--- src/rtl/mips_cpu_muldiv.sv ---
// Iterative multiply/divide unit with HI/LO registers.
// 32-cycle shift-add multiply and restoring divide on operand magnitudes,
// with sign correction applied when the result is written into HI/LO.
module mips_cpu_muldiv (
    input  logic        clk,
    input  logic        reset,
    input  logic        start,
    input  logic [4:0]  CtrlALUOp,
    input  logic        CtrlHiSel,
    input  logic [31:0] A,
    input  logic [31:0] B,
    output logic        busy,
    output logic        done,
    output logic [31:0] hi,
    output logic [31:0] lo
);

    localparam logic [4:0] OP_MUL  = 5'd2;
    localparam logic [4:0] OP_MULU = 5'd22;
    localparam logic [4:0] OP_DIV  = 5'd3;
    localparam logic [4:0] OP_DIVU = 5'd23;
    localparam logic [4:0] OP_PAS  = 5'd19;

    typedef enum logic [1:0] {IDLE, RUN, FIN} state_t;

    state_t      state, state_next;
    logic [5:0]  count;
    logic        is_div;
    logic        neg_q;      // quotient / full product must be negated
    logic        neg_r;      // remainder must be negated (dividend sign)
    logic        div_zero;
    logic [31:0] opnd;       // multiplicand or divisor magnitude
    logic [63:0] work;       // {upper partial, lower multiplier/quotient}

    logic        op_valid, op_signed, op_div, accept;
    logic        a_neg, b_neg;
    logic [31:0] abs_a, abs_b;
    logic [32:0] mul_sum;
    logic [63:0] mul_next;
    logic [32:0] div_shift;
    logic [31:0] div_diff;
    logic        div_ge;
    logic [63:0] div_next;
    logic [63:0] prod_fix;

    function automatic logic [31:0] neg_if32(input logic neg, input logic [31:0] v);
        return neg ? (~v + 32'd1) : v;
    endfunction

    function automatic logic [63:0] neg_if64(input logic neg, input logic [63:0] v);
        return neg ? (~v + 64'd1) : v;
    endfunction

    assign op_div    = (CtrlALUOp == OP_DIV) || (CtrlALUOp == OP_DIVU);
    assign op_signed = (CtrlALUOp == OP_MUL) || (CtrlALUOp == OP_DIV);
    assign op_valid  = op_div || (CtrlALUOp == OP_MUL) || (CtrlALUOp == OP_MULU);
    assign accept    = start && (state == IDLE) && op_valid;

    assign a_neg = op_signed && A[31];
    assign b_neg = op_signed && B[31];
    assign abs_a = neg_if32(a_neg, A);
    assign abs_b = neg_if32(b_neg, B);

    // One shift-add step: add multiplicand when multiplier LSB is set, then shift right.
    assign mul_sum  = {1'b0, work[63:32]} + (work[0] ? {1'b0, opnd} : 33'd0);
    assign mul_next = {mul_sum, work[31:1]};

    // One restoring step: shift next dividend bit into the remainder, subtract if it fits.
    // With a zero divisor every step "fits", leaving quotient all-ones and remainder |A|.
    assign div_shift = {work[63:32], work[31]};
    assign div_ge    = div_shift >= {1'b0, opnd};
    assign div_diff  = div_shift[31:0] - opnd;
    assign div_next  = {(div_ge ? div_diff : div_shift[31:0]), work[30:0], div_ge};

    assign prod_fix = neg_if64(neg_q, work);

    assign busy = (state != IDLE);

    // State register.
    always_ff @(posedge clk) begin
        if (reset) state <= IDLE;
        else       state <= state_next;
    end

    // Next-state logic: 32 RUN cycles then one FIN cycle.
    always_comb begin
        state_next = state;
        case (state)
            IDLE:    if (accept) state_next = RUN;
            RUN:     if (count == 6'd31) state_next = FIN;
            FIN:     state_next = IDLE;
            default: state_next = IDLE;
        endcase
    end

    // Datapath: operand latch, iteration, result write-back and PAS moves.
    always_ff @(posedge clk) begin
        if (reset) begin
            count    <= 6'd0;
            is_div   <= 1'b0;
            neg_q    <= 1'b0;
            neg_r    <= 1'b0;
            div_zero <= 1'b0;
            opnd     <= 32'd0;
            work     <= 64'd0;
            hi       <= 32'd0;
            lo       <= 32'd0;
            done     <= 1'b0;
        end else begin
            done <= 1'b0;
            case (state)
                IDLE: begin
                    if (accept) begin
                        count    <= 6'd0;
                        is_div   <= op_div;
                        neg_q    <= a_neg ^ b_neg;
                        neg_r    <= a_neg;
                        div_zero <= (B == 32'd0);
                        opnd     <= op_div ? abs_b : abs_a;
                        work     <= {32'd0, (op_div ? abs_a : abs_b)};
                    end else if (start && (CtrlALUOp == OP_PAS)) begin
                        if (CtrlHiSel) hi <= A;
                        else           lo <= A;
                    end
                end
                RUN: begin
                    work  <= is_div ? div_next : mul_next;
                    count <= count + 6'd1;
                end
                FIN: begin
                    if (is_div) begin
                        hi <= neg_if32(neg_r, work[63:32]);
                        lo <= div_zero ? 32'hFFFF_FFFF : neg_if32(neg_q, work[31:0]);
                    end else begin
                        hi <= prod_fix[63:32];
                        lo <= prod_fix[31:0];
                    end
                    done <= 1'b1;
                end
                default: ;
            endcase
        end
    end

endmodule

--- config.mk ---
export PLATFORM = sky130hd
export DESIGN_NAME = mips_cpu_muldiv
export DESIGN_NICKNAME = d
export VERILOG_FILES = /design/src/rtl/mips_cpu_muldiv.sv
export SDC_FILE = /design/constraint.sdc
export NUM_CORES = 1
export LEC_CHECK = 0
export CAP_MARGIN = 0
export CORE_MARGIN = 2
export CORE_UTILIZATION = 45
export CTS_CLUSTER_DIAMETER = 200
export DETAILED_ROUTE_END_ITERATION = 8
export GPL_TIMING_DRIVEN = 0
export PLACE_DENSITY = 0.65
export SLEW_MARGIN = 5
export SYNTH_ARGS = -nofsm -noshare
export SYNTH_HDL_FRONTEND = slang
export SYNTH_SLANG_ARGS = --single-unit
--- constraint.sdc ---
create_clock -name clk -period 3.9 [get_ports clk]
set_clock_uncertainty 0.2 [all_clocks]
set_input_delay 1.17 -clock clk [delete_from_list [all_inputs] [get_ports clk]]
set_output_delay 1.17 -clock clk [all_outputs]
set_load 0.03 [all_outputs]
* After elaboration in Yosys (flattened, before gate mapping)
Index checks and enable logic that the tools add are counted.
Storage, ports and cells: register bits 173, bits of input ports 73, memories kept 0, bits in read-only memories 0, output and inout bits 66, latch bits 0, memory bits (writable) 0
Operators by class: reductions and logical operators 19, $add $sub $neg 8, order comparisons 1, mux-type cells 29, div/mod/pow operators 0, equal/unequal tests 14, bitwise gates (word level) 6, shift operators 0, multipliers 0
Operators with widths (number):
- two-way mux 32 bit | 17
- two-way mux 64 bit | 3
- adder 32 x 1 -> 32 bit (second input constant) | 4
- NOT 32 bit | 4
- one-hot mux 32 bit (2 select lines) | 2
- one-hot mux 64 bit (2 select lines) | 1
- adder 64 x 1 -> 64 bit (second input constant) | 1
- NOT 64 bit | 1
- adder 32 x 32 -> 33 bit | 1
- greater-or-equal comparator 33 x 32 -> 1 bit | 1
- logical NOT 32 bit | 1
- subtractor 32 bit | 1
- == test 5 bit (second input constant) | 3
- one-hot mux 6 bit (2 select lines) | 1
- == test 5 x 2 -> 1 bit (second input constant) | 2
- != test 2 bit (second input constant) | 5
- AND reduction 4 bit | 2
- adder 6 x 1 -> 6 bit (second input constant) | 1
- == test 6 x 5 -> 1 bit (second input constant) | 1
- two-way mux 6 bit | 1
- AND reduction 2 bit | 3
- nonzero test 2 bit | 3
- logical AND 1 bit | 5
- logical OR 1 bit | 4
- other kinds (8) | 9

* Depth between registers and ports, before layout
Gate-level depths: netlist of the first run.
word-level depth 7, mapped depth 14, depth with buffers taken out 13

* Least setup slack after synthesis of the first run
OpenSTA, ideal clock, no wires.
kind input-to-reg, start input B[15], end register work[24], arrival 3.381 ns, required time 3.564 ns, slack 0.183 ns, buffers on the path 0, cell stages on the path 7, cell sequence or3_1 -> or4_1 -> or3_1 -> or4_1 -> o31ai_1 -> xor2_1 -> o221ai_1
Between the ends: word-level cells in the longest chain between the ends 6
RTL lines:
- start: declaration | RTL line 11 | input logic [31:0] B,
- NOT 32 bit | RTL line 47 | return neg ? (~v + 32'd1) : v;
- adder 32 x 1 -> 32 bit | RTL line 47
- two-way mux 32 bit | RTL line 47
- two-way mux 32 bit | RTL line 120 | work <= {32'd0, (op_div ? abs_a : abs_b)};
- two-way mux 64 bit | RTL line 113 | if (accept) begin
- one-hot mux 64 bit (2 select lines) | RTL line 111 | case (state)
- end signal: assignment | RTL line 120
- end signal: assignment | RTL line 127 | work <= is_div ? div_next : mul_next;
- end: declaration | RTL line 33 | logic [63:0] work;
Every way passes these cells. The select of a mux whose other input is x is not followed. A chain may end at the register's enable or synchronous reset.

* Worst setup path after layout of the first run
start input A[2], end register opnd[13]
Between the ends: word-level cells in the longest chain between the ends 4
RTL lines:
- start: declaration | RTL line 10 | input logic [31:0] A,
- NOT 32 bit | RTL line 47
- adder 32 x 1 -> 32 bit | RTL line 47
- two-way mux 32 bit | RTL line 47
- two-way mux 32 bit | RTL line 119 | opnd <= op_div ? abs_b : abs_a;
- end signal: assignment | RTL line 119
- end: declaration | RTL line 32 | logic [31:0] opnd;
Every way passes these cells.

==> qor.yml, run 1 <==
h-tree-depth: 4
finalSetupViolations: 3
criticalPathCategory: "input pin to flip-flop"
synth-main-ff-cell: "dfxtp_1"
cp.arrival_ns: 4.03
worst_setup_path_end_kind: "flip-flop"
dp_cells: 2517
grt_pass1_wl_um: 97800
cts_made_buffers: 17
routed_via_density: 6.46
status: "finished, violations left"
ys_seq_elements: 173
synthCells: 1979
antenna_found_initial: 0
power_density_nw_per_um2: 280
tightestPinTransition_ns: 0.988
vdd_drop_max_v: 0.000347
cpMostUsedCell: "nor2_1"
yosys_warnings: 0
r2r-start: "work[0]$_SDFFE_PP0P_"
final_area_um2: 17500
vias: 16500
critPathLaunchType: "input pin"
coreArea_um2: 31600
syn_avg_cell_area_um2: 7.29
die_w_um: 183
post_synth_instance_area_um2: 14400
cts.sinks: 173
die_h_um: 183
first_pass_iters: 6
maxCapViolCount: 0
worst_path_max_delay_cell: "or4_1"
fmax_mhz: 256
wl_um: 66300
maxSlewHeadroom: 0.341
overflow: 0
path_max_fanout: 5
start_util: 0.457
min_from: "hi[0]$_SDFFE_PP0P_"
routed_wire_length_per_instance_um: 25.9
final_antenna_net_count: 0
final_layout_size_suffix_gt1_frac: 0.0775
die-area_um2: 33500
row_count: 65
rsz0062_at_grt: "true"
grt_pass1_vias: 15200
place_congestion: 1.02
grt_max_degree: 17
clk_pin_slew_worst_paths_ns: 0.07
timing.hold.ws_ns: 0.255
layout.nets: 2288
worstPathRequired_ns: 4.02
num_antenna_cells: 0
portBuffers: 135
min_path_type: "flip-flop to flip-flop"
min_period_ns: 3.90
p_leak_nw: 6.60
synth_cell_type_count: 76
p_total_w: 0.00488
drc_errors: 0
async_flop_share: 0
crit_chain: "clkdlybuf4s50_1 -> or4_1 -> nor4_4 -> buf_4 -> a31oi_1 -> xnor2_1 -> nor2_1 -> a21oi_1 -> nor2_1 -> a21oi_1 -> nor2_1"
drt-initial-drc-count: 1999
area_growth_pct: 21.1
layout_worst_path_cycle_share: 1.00
cts_tree: "yes"
insertion_delay_ns: 0.46
synth_nets: 2123
cts_buffer_depth: 2
finalNonFillerCells: 2558
grtUsageTotal: 0.391
critPathLaunch: "A[2]"
hpwl_um: 53000
synth_edf_count: 0
violations: "setup timing"
ys_seq_area_frac: 0.240
hold_viol: 0
slew_violations: 0
fin_ws_ns: -0.00386
post_dp_cell_area_um2: 16300
max_stage_delay_ns: 0.62
cts_root_buf: "clkbuf_16"
io_pins: 139
[worst max-delay path: cells and delay by family]
| family | cells | cell delay, ns |
|---|---|---|
| XOR/XNOR | 1 | 0.43 |
| AO/OA/AOI/OAI | 3 | 0.54 |
| AND/OR/NAND/NOR | 5 | 1.12 |
| buffers and inverters | 2 | 0.76 |
[sequential cells by signal (all words and copies together), names as in the netlist]
name and cells:
opnd 32, count 6, neg_r 1, neg_q 1
state 2, work 64, lo 32, is_div 1
hi 32, done 1, div_zero 1
[area by class of cell]
class	instances	area [µm²]
Buffer	126	513
Tap cell	402	503
Clock buffer	17	425
Fill cell	3149	14100
Clock inverter	14	155
Sequential cell	173	3470
Inverter	57	214
Timing Repair Buffer	151	1480
Multi-Input combinational cell	1618	10700
[report_power, final]
| part | internal (W) | switching [W] |
|---|---|---|
| clock network | 0.000953 | 0.000847 |
| registers | 0.00180 | 0.0000419 |
| logic | 0.000444 | 0.000800 |
[worst paths after layout]
check | end | slack, ns | depth (start not counted)
worst min register to register | hi[0]$_SDFFE_PP0P_ | 0.25 | 2
worst max register to register | hi[2]$_SDFFE_PP0P_ | 0.13 | 11
worst max-delay path | opnd[13]$_SDFFE_PP0P_ | -0.004 | 11
worst min-delay path | hi[0]$_SDFFE_PP0P_ | 0.25 | 2
[cell usage after synthesis, drive strengths merged, types with 10 or more instances]
| cell | instances | area, µm² |
|---|---|---|
| nor2 | 228 | 856 |
| nand2 | 211 | 792 |
| nand2b | 16 | 100 |
| a211oi | 57 | 428 |
| o21a | 14 | 105 |
| o21ai | 141 | 706 |
| dfxtp | 173 | 3460 |
| ha | 69 | 863 |
| and2 | 10 | 62.6 |
| a311oi | 14 | 123 |
| o221ai | 35 | 307 |
| buf | 16 | 82.6 |
| inv | 56 | 210 |
| mux2i | 40 | 400 |
| nor2b | 17 | 106 |
| nor3 | 35 | 180 |
| or3 | 17 | 116 |
| nor4 | 18 | 119 |
| nand4 | 22 | 138 |
| a21o | 29 | 218 |
| xor2 | 76 | 666 |
| o41ai | 14 | 130 |
| a22oi | 14 | 105 |
| o211ai | 32 | 240 |
| a31oi | 14 | 87.6 |
| xnor2 | 95 | 832 |
| a21oi | 220 | 1100 |
| nand3 | 21 | 105 |
| and3 | 11 | 68.8 |
| o31ai | 32 | 254 |
| or4 | 15 | 116 |
| clkbuf | 115 | 432 |
[routing by layer]
layer / part of all wire / GRT usage / vias up
li1: - / - / 7555
met1: 0.43 / 0.531 / 7876
met2: 0.43 / 0.606 / 931
met3: 0.094 / 0.0786 / 168
met4: 0.044 / 0.159 / 0
met5: 0 / 0 / -
[kinds of logic after synthesis]
family,count (synthesis),share of synthesized area
AND/OR/NAND/NOR,652,0.208
AO/OA/AOI/OAI,678,0.302
XOR/XNOR,171,0.104
multiplexers,46,0.0324
buffers and inverters,188,0.0505
adder cells (fa/ha/maj),71,0.0626
flip-flops,173,0.240
[cell usage in the layout (no fill, tap or decap), types with 22 or more instances in the layout]
master	count
xor2_1	68
nand2_1	208
o31ai_1	26
mux2i_1	40
o21ai_0	130
a21o_1	29
xnor2_1	83
nor3_1	32
a211oi_1	51
nor2_1	225
a21oi_1	215
nand4_1	22
inv_1	54
clkdlybuf4s50_1	123
o221ai_1	35
dfxtp_1	167
clkbuf_1	98
ha_1	69
o211ai_1	32
[repair_timing]
action | CTS | global route
endpoints found under the hold margin | 0 | 0
gates resized for setup | 60 | 65
setup endpoints to repair | 76 | 95
hold buffers | 0 | 0
pin swaps | 9 | 14
buffers inserted | 9 | 6
[per-stage QoR]
| stage | setup WS, ns | TNS [ns] | util |
|---|---|---|---|
| 2_1_floorplan | 0.183 | 0 | - |
| 3_3_place_gp | -2.00 | -114.57 | 0.516 |
| 3_5_place_dp | -1.53 | -67.72 | 0.516 |
| 4_1_cts | 0.000366 | 0 | 0.545 |
| 5_1_grt | -0.0344 | -0.176 | 0.553 |
| 6_report | -0.00386 | -0.00808 | 0.553 |
(Power assumes the default switching activity.)
==> run 2, diff against run 1 <==
- ABC_CLOCK_PERIOD_IN_PS: not set -> 3900
==> results of run 2 <==
No change in the layout: final DEF, timing and power equal those of run 1.
==> run 3, diff against run 2 <==
- CELL_PAD_IN_SITES_DETAIL_PLACEMENT: not set -> 1
- CELL_PAD_IN_SITES_GLOBAL_PLACEMENT: not set -> 1
- CORE_UTILIZATION: 45 -> 43
- PLACE_DENSITY: 0.65 -> not set
- PLACE_DENSITY_LB_ADDON: not set -> 0.1
==> qor.yml, run 3 (synthesis gave the netlist of run 1 again) <==
slew_violations: 0  # unchanged
fmax_mhz: 258  # +0.85%
vias: 16900  # +2.3%
path_max_fanout: 10  # +5
drt-initial-drc-count: 1638  # -18%
final_cell_mix: "nor2_1, a21oi_1, nand2_1"
die_h_um: 187  # +2.2%
rsz0062_at_grt: "true"
wl_um: 70600  # +6.5%
routed_via_density: 6.48  # +0.26%
antenna_found_initial: 2  # +2
worstRegToRegCells: 12  # +1
rrSetupSlack_ns: 0.09  # -0.04 ns
vdd_drop_max_v: 0.000320  # -7.9%
largest_reg_flops: 64  # unchanged
row_count: 67  # +3.1%
p_leak_nw: 6.65  # +0.77%
maxCapViolCount: 0  # unchanged
hpwl_um: 56000  # +5.6%
grtUsageTotal: 0.396  # +0.00498
cts.sinks: 173  # unchanged
cts_tree: "yes"
final_antenna_net_count: 0  # unchanged
critPathLaunch: "CtrlALUOp[1]"
seq_area_um2: 3470  # about the same
clk_pin_slew_worst_paths_ns: 0.07  # about the same
final_common_cell: "nor2_1"
fillers: 4144  # +32%
finalSetupViolations: 0  # -3
drc_errors: 0  # unchanged
h-tree-depth: 4  # unchanged
pre_cts_slack_ns: -1.13  # +0.403 ns
die_w_um: 187  # +2.2%
layout.nets: 2293  # +0.22%
cts_made_buffers: 17  # unchanged
min_period_ns: 3.87  # -0.0330 ns
maxSlewHeadroom: 0.316  # -0.0254
cts_buffer_depth: 2  # unchanged
die-area_um2: 35000  # +4.5%
power_density_nw_per_um2: 290  # +3.7%
final_layout_size_suffix_gt1_frac: 0.0809  # +0.00349
criticalPathCategory: "input pin to flip-flop"
start_util: 0.433  # -0.0237
tightestPinTransition_ns: 1.03  # +0.0380 ns
cp.arrival_ns: 4.00  # -0.03 ns
portBuffers: 135  # unchanged
critPathLaunchType: "input pin"
fin_ws_ns: 0.0291  # +0.0330 ns
worst_setup_path_end_kind: "flip-flop"
grt_max_degree: 18  # +1
top_register: "work"
worstPathRequired_ns: 4.03  # about the same
insertion_delay_ns: 0.46  # about the same
overflow: 0  # unchanged
reg2reg_to: "work[40]$_SDFFE_PP0P_"
min_from: "lo[8]$_SDFFE_PP0P_"
holdPathEnd: "lo[8]$_SDFFE_PP0P_"
coreArea_um2: 33300  # +5.5%
final_util: 0.528  # -0.0256
routed_wire_length_per_instance_um: 27.1  # +4.4%
hold_buffers: 0  # unchanged
grt_pass1_wl_um: 105000  # +7.6%
r2r-start: "work[51]$_SDFFE_PP0P_"
hold_depth: 2  # unchanged
grt_pass1_vias: 17000  # +12%
first_pass_iters: 5  # -1
min_path_type: "flip-flop to flip-flop"
cts_root_buf: "clkbuf_16"
place_congestion: 0.978  # -4.6%
num_antenna_cells: 0  # unchanged
io_pins: 139  # unchanged
hold_viol: 0  # unchanged
area_growth_pct: 21.8
timing.hold.ws_ns: 0.254  # -0.00105 ns
multi_input_comb_area_um2: 10600  # -0.61%
layout_worst_path_cycle_share: 0.993  # -0.00846
status: "finished clean"
## run 3: cell count changes in the layout (fill, tap and decap cells not counted), sizes merged, moves of 2 or more
cell / previous run / this run
buf: 32 / 45
inv: 62 / 65
clkbuf: 127 / 120
clkinv: 5 / 3
## run 3: area by class of cell
type	instances	area share
sequential	173	0.198
multi-input combinational	1618	0.606
tap	448	0.0319
buffer	121	0.0286
clock buffer	18	0.0250
inverter	57	0.0122
timing repair buffer	161	0.0893
clock inverter	14	0.00969
## run 3: metal layers
layer	GRT usage	up-vias	routed length, µm
met2	0.636	783	31900
li1	-	7564	-
met5	0	-	0
met1	0.495	8325	28700
met4	0.258	0	5010
met3	0.0600	238	4990
## run 3: report_power, final
group          internal, W  switching [W]  total [W]
Combinational     0.000484       0.000863    0.00135
Sequential         0.00180      0.0000445    0.00184
Clock             0.000991       0.000914    0.00190
Total              0.00327        0.00182    0.00509
## run 3: per-stage QoR
step,setup TNS (ns),cell area (µm²),power (W),std cells
floorplan,0,14400,0.00257,1979
global placement,-128.80,16300,0.00306,2562
detailed placement,-77.64,16300,0.00307,2563
CTS,0,17200,0.00497,2598
global route,-0.181,17600,0.00522,2610
finish,0,17600,0.00509,2610
## run 3: worst max-delay path by stage
| stage | end | slack (ns) | cells after the start |
|---|---|---|---|
| final | hi[19]$_SDFFE_PP0P_ | 0.03 | 12 |
| after global routing | hi[19]$_SDFFE_PP0P_ | -0.05 | 12 |
| after CTS | work[27]$_SDFFE_PP0P_ | 0.002 | 10 |
| after detailed placement | work[27]$_SDFFE_PP0P_ | -1.13 | 10 |
| after global placement | opnd[10]$_SDFFE_PP0P_ | -2.04 | 11 |
| after floorplan | work[24]$_SDFFE_PP0P_ | 0.18 | 7 |
## run 3: critical path: stages
cell and delay [ns]:
clkdlybuf4s50_1 0.48, nor2b_1 0.28, nand2_1 0.16, nor3_1 0.24, a21oi_1 0.20, nand2b_1 0.27
clkbuf_1 0.22, clkbuf_2 0.24, a21oi_1 0.38, o21ai_0 0.18, o21ai_0 0.11, nor2_1 0.05
## run 3: timing repair
| item | in CTS | in global routing |
|---|---|---|
| setup endpoints to repair | 108 | 101 |
| pin swaps | 8 | 20 |
| resized for setup | 56 | 73 |
| setup buffers | 7 | 18 |
